## config.mk

```make
export PLATFORM = sky130hd
export DESIGN_NAME = mem_arbiter
export DESIGN_NICKNAME = d
export VERILOG_FILES = /design/src/rtl/mips_defs.sv /design/src/rtl/arb_starve_ctr.sv /design/src/rtl/mem_arbiter.sv
export SDC_FILE = /design/constraint.sdc
export NUM_CORES = 1
export LEC_CHECK = 0
export BUFFER_PORTS_ARGS = -buffer_cell sky130_fd_sc_hd__buf_2
export CAP_MARGIN = 20
export CORE_ASPECT_RATIO = 0.6
export CORE_MARGIN = 1
export CORE_UTILIZATION = 46
export DETAILED_ROUTE_END_ITERATION = 12
export GPL_ROUTABILITY_DRIVEN = 0
export GPL_TIMING_DRIVEN = 0
export HOLD_SLACK_MARGIN = 0.12
export PLACE_DENSITY = 0.94
export SKIP_LAST_GASP = 1
export SYNTH_ARGS = -nofsm -noshare
export SYNTH_HDL_FRONTEND = slang
export SYNTH_SLANG_ARGS = --single-unit
```

## constraint.sdc

```tcl
create_clock -name clk -period 3.5 [get_ports clk]
set_input_delay 0.7 -clock clk [delete_from_list [all_inputs] [get_ports clk]]
set_output_delay 0.7 -clock clk [all_outputs]
set_load 0.01 [all_outputs]
```

## src/rtl/mips_defs.sv

```systemverilog
// Shared encodings for the memory arbiter: FSM states, owner IDs and starvation default.
package mips_defs;

   localparam logic [1:0] ST_IDLE  = 2'd0;
   localparam logic [1:0] ST_ISSUE = 2'd1;
   localparam logic [1:0] ST_RESP  = 2'd2;

   localparam logic OWN_IF = 1'b0;
   localparam logic OWN_D  = 1'b1;

   localparam int STARVE_LIMIT_DEF = 3;

endpackage

```

## src/rtl/arb_starve_ctr.sv

```systemverilog
// Counts consecutive fetch losses under contention; o_force asks the arbiter to let fetch win.
// Only present when MEM_ARB_STARVE_GUARD_EN is defined.
`ifdef MEM_ARB_STARVE_GUARD_EN
module arb_starve_ctr
   import mips_defs::*;
#(
   parameter int LIMIT = STARVE_LIMIT_DEF
) (
   input  logic clk,
   input  logic rst,
   input  logic i_sample,
   input  logic i_if_req,
   input  logic i_d_req,
   output logic o_force
);

   localparam int CW = $clog2(LIMIT + 1);

   logic [CW-1:0] r_cnt;

   assign o_force = (r_cnt == CW'(LIMIT));

   // Fetch idle, fetch alone, or a forced fetch win all restart the count.
   always_ff @(posedge clk) begin
      if (rst) begin
         r_cnt <= '0;
      end else if (i_sample) begin
         if (!i_if_req || !i_d_req || o_force) begin
            r_cnt <= '0;
         end else begin
            r_cnt <= r_cnt + CW'(1);
         end
      end
   end

endmodule
`endif

```

## src/rtl/mem_arbiter.sv

```systemverilog
// Two-requester (fetch / data) arbiter for one shared single-cycle memory; 2-cycle latency.
// Data wins ties; MEM_ARB_STARVE_GUARD_EN adds a starvation guard that periodically forces fetch.
module mem_arbiter
   import mips_defs::*;
#(
   parameter int ADDR_W       = 32,
   parameter int DATA_W       = 32,
   parameter int STARVE_LIMIT = STARVE_LIMIT_DEF
) (
   input  logic              clk,
   input  logic              rst,
   input  logic              if_req,
   input  logic [ADDR_W-1:0] if_addr,
   output logic              if_gnt,
   output logic              if_valid,
   output logic [DATA_W-1:0] if_rdata,
   input  logic              d_req,
   input  logic              d_we,
   input  logic [ADDR_W-1:0] d_addr,
   input  logic [DATA_W-1:0] d_wdata,
   output logic              d_gnt,
   output logic              d_valid,
   output logic [DATA_W-1:0] d_rdata,
   output logic              mem_en,
   output logic              mem_we,
   output logic [ADDR_W-1:0] mem_addr,
   output logic [DATA_W-1:0] mem_wdata,
   input  logic [DATA_W-1:0] mem_rdata
);

   logic [1:0]        r_state;
   logic              r_owner;
   logic              r_we;
   logic [ADDR_W-1:0] r_addr;
   logic [DATA_W-1:0] r_wdata;

   logic w_sample;
   logic w_issue;
   logic w_resp;
   logic w_force_if;
   logic w_d_wins;

   if (STARVE_LIMIT < 1) begin : g_limit_chk
      $error("mem_arbiter: STARVE_LIMIT must be at least 1");
   end

   assign w_issue  = (r_state == ST_ISSUE);
   assign w_resp   = (r_state == ST_RESP);
   assign w_sample = !w_issue;

`ifdef MEM_ARB_STARVE_GUARD_EN
   arb_starve_ctr #(
      .LIMIT    (STARVE_LIMIT)
   ) u_starve_ctr (
      .clk      (clk),
      .rst      (rst),
      .i_sample (w_sample),
      .i_if_req (if_req),
      .i_d_req  (d_req),
      .o_force  (w_force_if)
   );
`else
   assign w_force_if = 1'b0;
`endif

   assign w_d_wins = d_req && !(if_req && w_force_if);

   // Requests are only looked at outside ISSUE; RESP doubles as the next sample slot.
   always_ff @(posedge clk) begin
      if (rst) begin
         r_state <= ST_IDLE;
         r_owner <= OWN_IF;
         r_we    <= 1'b0;
         r_addr  <= '0;
         r_wdata <= '0;
      end else if (!w_sample) begin
         r_state <= ST_RESP;
      end else if (if_req || d_req) begin
         r_state <= ST_ISSUE;
         if (w_d_wins) begin
            r_owner <= OWN_D;
            r_we    <= d_we;
            r_addr  <= d_addr;
            r_wdata <= d_wdata;
         end else begin
            r_owner <= OWN_IF;
            r_we    <= 1'b0;
            r_addr  <= if_addr;
            r_wdata <= '0;
         end
      end else begin
         r_state <= ST_IDLE;
      end
   end

   assign if_gnt    = w_issue && (r_owner == OWN_IF);
   assign d_gnt     = w_issue && (r_owner == OWN_D);
   assign if_valid  = w_resp && (r_owner == OWN_IF);
   assign d_valid   = w_resp && (r_owner == OWN_D);
   assign if_rdata  = if_valid ? mem_rdata : '0;
   assign d_rdata   = (d_valid && !r_we) ? mem_rdata : '0;

   assign mem_en    = w_issue;
   assign mem_we    = w_issue && r_we;
   assign mem_addr  = w_issue ? r_addr : '0;
   assign mem_wdata = w_issue ? r_wdata : '0;

endmodule

```

==> PnR_summary.wiki, run 1 <==
{| class="wikitable"
! Metric !! Value
|-
| Number of hold violations in the final report || 0
|-
| Row count || 26
|-
| #FFs+latches synth || 68
|-
| Peak fanout along the critical path || 10
|-
| Minimum clock period after layout || 2.59 ns
|-
| Portion of total power attributed to sequential cells || 37.9%
|-
| Area share of fa/ha/maj cells after synthesis || 0%
|-
| Clock input transition at the sequential cells of the worst setup and hold paths || approximately 0.05 ns
|-
| Clock Skew || 0.00922 ns
|-
| Synth Area in XOR/XNOR || 0%
|-
| Worst hold path class || reg2reg
|-
| Die Ht || around 75 µm
|-
| Pre-antenna DRT Iters || 5
|-
| Mean post-synth cell area || ~8.9 µm²
|-
| Register area share after synthesis || roughly a third
|-
| Aggregate negative setup slack || 0 ns
|-
| Residual DRC count || 0
|-
| Via-to-Cell Ratio || ~5.4
|-
| Placeable Area || between 8000 and 9000 µm²
|-
| Unrepaired setup endpoints after global routing || no
|-
| Fin. max-slew vios || 0
|-
| Maximum number of pins on one net before global-route repair || 13
|-
| Final wirelength || around 15000 µm
|-
| Total power after layout || approximately 2300 µW
|-
| Cell count after synthesis || around 460
|-
| Relative slew margins || a little under half
|-
| Most repeated cell in the gate-level netlist after synthesis || sky130_fd_sc_hd__and2_1
|-
| Post-DRT Antenna Nets || 0
|-
| Tightest Pin Transition || about 0.8 ns
|-
| Comb power frac || 22.2%
|-
| Top FF cell, synth || sky130_fd_sc_hd__dfxtp_1
|-
| Detail Placement HPWL || between 10000 and 15000 µm
|-
| Max-cap check violation count || 0
|-
| Count of flip-flops with a built-in enable after synthesis || 0
|-
| Period utilization || approximately 74%
|-
| Hold slack || 0.476 ns
|-
| WL per Instance || ~18 µm
|-
| Total area of sequential cells || between 1000 and 1500 µm²
|-
| Multiplexer fraction of the synthesized cell area || 7.86%
|-
| CTS max path bufs || 2
|-
| Slack of the worst reg-to-reg path || ~2.1 ns
|-
| Switching power total || approximately 670 µW
|-
| Relative contribution of the clock network to total power || 39.8%
|-
| Post-CTS resize count || 0
|-
| Skew-Pair Late Insertion Delay || 0.33 ns
|-
| Total Die Area || 9250 µm²
|-
| Number of hold-repair buffers added at the cts stage || 0
|-
| Die span in x || between 100 and 150 µm
|-
| Post-synthesis simple-gate area fraction || roughly a quarter
|-
| Status || finished clean
|-
| Critical path launch point type || register
|-
| Async set or reset register ratio after synthesis || 0%
|-
| Area of the multi-input gates || approximately 2400 µm²
|-
| Leading cell types by count after synthesis || sky130_fd_sc_hd__and2_1 (130), sky130_fd_sc_hd__dfxtp_1 (68), sky130_fd_sc_hd__a21oi_1 (36)
|-
| Clk sink count || 68
|-
| Leakage power figure || 0.00299 µW
|-
| Number of H-tree levels || 3
|-
| GR Util All Layers || 31.3%
|-
| Number of antenna violations at the first check in global routing || 1
|-
| Post-synthesis cell area || 4080 µm²
|-
| Util after Layout || a little under 70%
|-
| Critical Setup Path Class || reg2out
|-
| Layout-stage area growth over the synthesis result || 43.4%
|-
| Cell types with the largest area share after synthesis || sky130_fd_sc_hd__dfxtp_1 (33%), sky130_fd_sc_hd__and2_1 (20%), sky130_fd_sc_hd__a211oi_2 (9.2%)
|-
| FILL cells || slightly above 700
|-
| Share of the synthesized area in compound gates (AO/OA/AOI/OAI) || 24.6%
|-
| Final setup fails || 0
|-
| Syn. warnings || 0
|-
| Number of distinct library cells after synthesis || 26
|-
| Power per Cell Area || slightly below 400 nW/µm²
|-
| Largest voltage drop on the vdd net || 0.000307 V
|-
| Worst path required time || between 2 and 3 ns
|-
| I/O pin count || 267
|-
| Critical path endpoint category || output pin
|-
| Effective utilization at floorplan || a little under half
|-
| Main combinational cell family by area after synthesis || simple AND/OR/NAND/NOR gates
|-
| Net total in the final layout || 866
|-
| Root buffer selected by CTS || sky130_fd_sc_hd__clkbuf_16
|-
| Overall overflow remaining after global route || 0
|-
| Internal power consumption || around 1600 µW
|-
| Setup repair bufs after CTS || 0
|-
| Proportion of netlist area held by the largest area contributor || 33.4%
|-
| Clock tree from TritonCTS || done
|-
| Global-route wire length before repair || 21500 µm
|-
| Arrival time of the worst setup path || between 1.5 and 2 ns
|-
| Sw Share || between 20% and 30%
|-
| Achievable Freq || slightly below 0.4 GHz
|-
| Port Buf Inserts || approximately 260
|-
| Detailed router's first-iteration violation count || 336
|-
| Fraction of final layout cells sized beyond drive strength 1 || about half
|-
| Vias in the first global route || a little over 4000
|-
| Cts bufs inserted || 9
|-
| Net count after synthesis || about 590
|-
| Overall via count from detail_route || 4610
|-
| Cell type with the largest total area after synthesis || sky130_fd_sc_hd__dfxtp_1
|}
[logic make-up after synthesis]
family | count (synthesis)
buffers and inverters | 52
multiplexers | 32
flip-flops | 68
AO/OA/AOI/OAI | 132
AND/OR/NAND/NOR | 174
[power by group through the flow]
stage	Clock [µW]	Sequential (µW)	Combinational (µW)
floorplan	0	878	311
global placement	0	884	485
detailed placement	0	888	505
CTS	916	872	507
global route	962	880	549
finish	918	873	512
[worst paths after layout]
path	from	cells past startpoint	endpoint
max	r_state[1]	7	mem_addr[6]
min	r_wdata[12]	2	r_wdata[12]
max reg2reg	r_state[1]	7	r_addr[29]
min reg2reg	r_wdata[12]	2	r_wdata[12]
[layer usage]
| metal | global-route usage (%) | vias up | share of wire, % |
|---|---|---|---|
| li1 | - | 2124 | - |
| met1 | 41.7 | 2202 | 43 |
| met2 | 50.7 | 260 | 46 |
| met3 | 8.56 | 24 | 9.1 |
| met4 | 7.63 | 0 | 1.4 |
| met5 | 0 | - | 0 |
[layout by cell type (no fill, tap or decap), types with 3 or more instances in the layout]
cell type | Yosys | final
sky130_fd_sc_hd__o21ai_0 | 31 | 31
sky130_fd_sc_hd__a211oi_2 | 30 | 30
sky130_fd_sc_hd__clkbuf_2 | 6 | 6
sky130_fd_sc_hd__dfxtp_1 | 68 | 68
sky130_fd_sc_hd__o21ai_1 | 3 | 3
sky130_fd_sc_hd__buf_2 | 10 | 274
sky130_fd_sc_hd__clkbuf_1 | 19 | 20
sky130_fd_sc_hd__and2_1 | 130 | 130
sky130_fd_sc_hd__mux2i_1 | 32 | 32
sky130_fd_sc_hd__buf_6 | 12 | 12
sky130_fd_sc_hd__a21oi_1 | 36 | 36
sky130_fd_sc_hd__a21oi_2 | 30 | 30
sky130_fd_sc_hd__clkbuf_16 | 0 | 9
sky130_fd_sc_hd__nand3_1 | 33 | 33
sky130_fd_sc_hd__buf_4 | 4 | 4
sky130_fd_sc_hd__clkinvlp_4 | 0 | 3
[registers in the layout (all words and copies together), names as in the netlist]
| name | flops |
|---|---|
| r_addr | 32 |
| r_wdata | 32 |
| r_state | 2 |
| r_owner | 1 |
| r_we | 1 |
[critical path: stages (launching register included)]
cell	delay [ns]
sky130_fd_sc_hd__dfxtp_1	0.31
sky130_fd_sc_hd__nand2b_1	0.14
sky130_fd_sc_hd__buf_6	0.14
sky130_fd_sc_hd__inv_4	0.06
sky130_fd_sc_hd__buf_6	0.14
sky130_fd_sc_hd__clkbuf_1	0.40
sky130_fd_sc_hd__and2_1	0.20
sky130_fd_sc_hd__buf_2	0.17
[through the flow]
step                area (µm²)  instances  worst slack (ns)
floorplan                 4080        458              1.69
global placement          5540        834              1.28
detailed placement        5540        834              1.27
CTS                       5840        850             0.929
global route              5840        850             0.795
finish                    5840        851             0.911
[final cells by class]
cell class	count	area share, %
timing repair buffer	264	22.6
sequential	68	23.3
clock inverter	5	1.05
buffer	51	5.42
clock buffer	11	4.15
antenna	1	0.0428
tap	112	2.40
multi-input combinational	338	40.9
inverter	1	0.107
(Power assumes the default switching activity.)
==> inputs of run 2 (changes only) <==
Settings changed: CORE_UTILIZATION 46 to 39, PLACE_DENSITY 0.94 to 0.85.
Clock period 3.5 ns to 2.1 ns, I/O delays scaled along.
==> PnR_summary.wiki, run 2 (same netlist as run 1, synthesis figures left out) <==
{| class="wikitable"
! Metric !! Value
|-
| Critical path endpoint category || output pin (unchanged)
|-
| Residual DRC count || 0 (unchanged)
|-
| Unrepaired setup endpoints after global routing || yes (was no)
|-
| Post-placement setup slack || 0.151 ns (was 1.27 ns)
|-
| Endpoint of the lowest-slack register-to-register path || r_addr[24] (was r_addr[29])
|-
| Number of antenna violations at the first check in global routing || 1 (unchanged)
|-
| Overall overflow remaining after global route || 0 (unchanged)
|-
| Clk sink count || 68 (unchanged)
|-
| Vias in the first global route || 3940 (was 4121)
|-
| Via-to-Cell Ratio || 4.99 (was 5.42)
|-
| Power per Cell Area || 652 nW/µm² (was 394 nW/µm²)
|-
| Critical Setup Path Class || reg2out (unchanged)
|-
| Layout-stage area growth over the synthesis result || 44.9% (was 43.4%)
|-
| Leakage power figure || 0.00303 µW (was 0.00299 µW)
|-
| Row count || 28 (was 26)
|-
| Clock input transition at the sequential cells of the worst setup and hold paths || 0.06 ns (was 0.05 ns)
|-
| Net total in the final layout || 866 (unchanged)
|-
| Overall via count from detail_route || 4359 (was 4610)
|-
| Maximum number of pins on one net before global-route repair || 15 (was 13)
|-
| Cts bufs inserted || 9 (unchanged)
|-
| Final setup fails || 0 (unchanged)
|-
| Status || finished clean (unchanged)
|-
| Critical Path Source || r_state[1] (unchanged)
|-
| Post-Layout Inst Area || 5910 µm² (was 5840 µm²)
|-
| Least setup slack across all paths after layout || 0.0674 ns (was 0.911 ns)
|-
| Slack of the worst reg-to-reg path || 0.68 ns (was 2.11 ns)
|-
| I/O pin count || 267 (unchanged)
|-
| CP cell instances || nand2b_1 > buf_6 > inv_4 > buf_6 > clkbuf_4 > and2_1 > buf_2 (was nand2b_1 > buf_6 > inv_4 > buf_6 > clkbuf_1 > and2_1 > buf_2)
|-
| Worst hold path class || in2reg (was reg2reg)
|-
| Cell depth of the worst setup path || 7 (unchanged)
|-
| Relative slew margins || 50.5% (was 47.7%)
|-
| WL per Instance || 16.3 µm (was 18.0 µm)
|-
| Most common cell after layout, fill and taps aside || sky130_fd_sc_hd__buf_2 (unchanged)
|-
| Minimum clock period after layout || approximately 2 ns
|-
| Util after Layout || 58.9% (was 68.3%)
|-
| Antenna cell count || 0 (was 1)
|-
| Number of hold violations in the final report || 0 (unchanged)
|-
| Die Ht || 81.2 µm (was 74.9 µm)
|-
| Post-DRT Antenna Nets || 0 (unchanged)
|-
| Final wirelength || 14200 µm (was 15300 µm)
|-
| Placeable Area || 10000 µm² (was 8560 µm²)
|-
| Die span in x || 134 µm (was 124 µm)
|-
| Placed instance area || 5570 µm² (was 5540 µm²)
|-
| Total Die Area || 10900 µm² (was 9250 µm²)
|-
| CTS max path bufs || 2 (unchanged)
|-
| Largest registers ranked by flip-flop count || r_addr x32, r_wdata x32, r_state x2 (unchanged)
|-
| Max-cap check violation count || 0 (unchanged)
|-
| Detailed router's first-iteration violation count || 151 (was 336)
|-
| Number of H-tree levels || 3 (unchanged)
|-
| Hold slack || 0.356 ns (was 0.476 ns)
|-
| Clock tree from TritonCTS || done (unchanged)
|-
| Skew-Pair Late Insertion Delay || 0.33 ns (about the same)
|-
| Reg-to-Reg Start || r_state[1] (unchanged)
|-
| Detail Placement HPWL || 11300 µm (was 12200 µm)
|-
| Peak per-stage delay on the critical path || 0.31 ns (was 0.40 ns)
|-
| GR Util All Layers || 25.0% (was 31.3%)
|-
| Worst Path Buf+Inv || 5 (unchanged)
|-
| Clock Skew || 0.0103 ns (was 0.00922 ns)
|-
| Endpoint of the worst setup timing path || mem_addr[30] (was mem_addr[6])
|-
| Pre-antenna DRT Iters || 5 (unchanged)
|-
| Category of cells accounting for the largest share of critical-path delay || buffers and inverters (unchanged)
|-
| Peak fanout along the critical path || 10 (unchanged)
|-
| Aggregate negative setup slack || 0 ns (unchanged)
|-
| Achievable Freq || around 0.5 GHz
|-
| Fraction of final layout cells sized beyond drive strength 1 || 52.2% (was 50.8%)
|-
| Fin. max-slew vios || 0 (unchanged)
|-
| Worst path required time || 1.68 ns (was 2.80 ns)
|-
| Effective utilization at floorplan || 40.7% (was 47.6%)
|-
| Largest voltage drop on the vdd net || 0.000544 V (was 0.000307 V)
|-
| Root buffer selected by CTS || sky130_fd_sc_hd__clkbuf_16 (unchanged)
|-
| Tightest Pin Transition || 0.742 ns (was 0.784 ns)
|-
| Global-route wire length before repair || 20700 µm (was 21500 µm)
|-
| Cell mode on critical path || sky130_fd_sc_hd__buf_6 (unchanged)
|-
| Port Buf Inserts || 264 (unchanged)
|-
| Slowest stage cell on the critical path || sky130_fd_sc_hd__dfxtp_1 (was sky130_fd_sc_hd__clkbuf_1)
|-
| Most used cells in the layout excluding fill and tap cells || sky130_fd_sc_hd__buf_2 (273), sky130_fd_sc_hd__and2_1 (130), sky130_fd_sc_hd__dfxtp_1 (67) (was sky130_fd_sc_hd__buf_2 (274), sky130_fd_sc_hd__and2_1 (130), sky130_fd_sc_hd__dfxtp_1 (68))
|-
| Number of hold-repair buffers added at the cts stage || 0 (unchanged)
|-
| Period utilization || 96.8%
|-
| Arrival time of the worst setup path || 1.61 ns (was 1.89 ns)
|-
| FF-to-FF path depth || 7 (unchanged)
|-
| Setup repair bufs after CTS || 0 (unchanged)
|-
| Critical path launch point type || register (unchanged)
|}
==> run 2: cell types whose count changed in the layout (fill, tap and decap cells not counted) <==
cell,change
sky130_fd_sc_hd__clkinv_4,-1
sky130_fd_sc_hd__buf_4,+4
sky130_fd_sc_hd__clkinvlp_4,-1
sky130_fd_sc_hd__clkbuf_4,+3
sky130_fd_sc_hd__dfxtp_1,-1
sky130_fd_sc_hd__clkbuf_8,-1
sky130_fd_sc_hd__inv_6,+4
sky130_fd_sc_hd__clkbuf_1,-9
sky130_fd_sc_hd__clkbuf_2,+1
sky130_fd_sc_hd__diode_2,-1
sky130_fd_sc_hd__dfxtp_2,+1
sky130_fd_sc_hd__buf_6,+1
sky130_fd_sc_hd__buf_2,-1
==> run 2: worst min path at each step <==
| stage | slack (ns) | startpoint | to | cells past startpoint |
|---|---|---|---|---|
| after floorplan | 0.44 | r_wdata[0] | r_wdata[0] | 2 |
| after global routing | 0.34 | d_wdata[19] | r_wdata[19] | 3 |
| after global placement | 0.45 | r_wdata[1] | r_wdata[1] | 2 |
| after detailed placement | 0.46 | r_wdata[26] | r_wdata[26] | 2 |
| final | 0.36 | d_wdata[21] | r_wdata[21] | 3 |
| after CTS | 0.34 | d_wdata[15] | r_wdata[15] | 3 |
==> run 2: per-stage QoR <==
step | power (µW) | instances
2_1_floorplan | 1980 | 458
3_3_place_gp | 2300 | 857
3_5_place_dp | 2310 | 857
4_1_cts | 3870 | 873
5_1_grt | 4020 | 873
6_report | 3850 | 873
==> run 2: final cells by class <==
type                    count  area (µm²)
clock inverters             7        80.1
repair buffers            264        1320
fillers                   945        4110
flip-flops and latches     68        1360
multi-input cells         338        2390
plain buffers              51         348
inverters                   1        6.26
well taps                 135         169
clock buffers               9         225
==> run 2: worst reg2reg max path, delay by kind of cell, from the launching register on <==
family	cells	cell delay, ns
AOI/OAI and AO/OA	1	0.09
DFF	1	0.33
buffers and inverters	4	0.53
and+or+nand+nor	2	0.32
==> run 2: what timing repair did <==
| item | CTS | global route |
|---|---|---|
| resized for setup | 7 | 22 |
| setup endpoints to repair | 53 | 121 |
| endpoints found under the hold margin | 0 | 0 |
==> run 2: routing by layer <==
metal  up-vias  routed length [µm]  GRT usage [%]
li1       2123                   -              -
met1      2022                6520           33.2
met2       186                6190           38.2
met3        26                1240           8.61
met4         2                 242           7.73
met5         -                  13              0
==> run 2: power by group <==
| part | switching, µW | total, µW | internal [µW] |
|---|---|---|---|
| clock network | 615 | 1550 | 936 |
| logic | 463 | 848 | 385 |
| registers | 58.1 | 1450 | 1400 |
| total | 1140 | 3850 | 2720 |
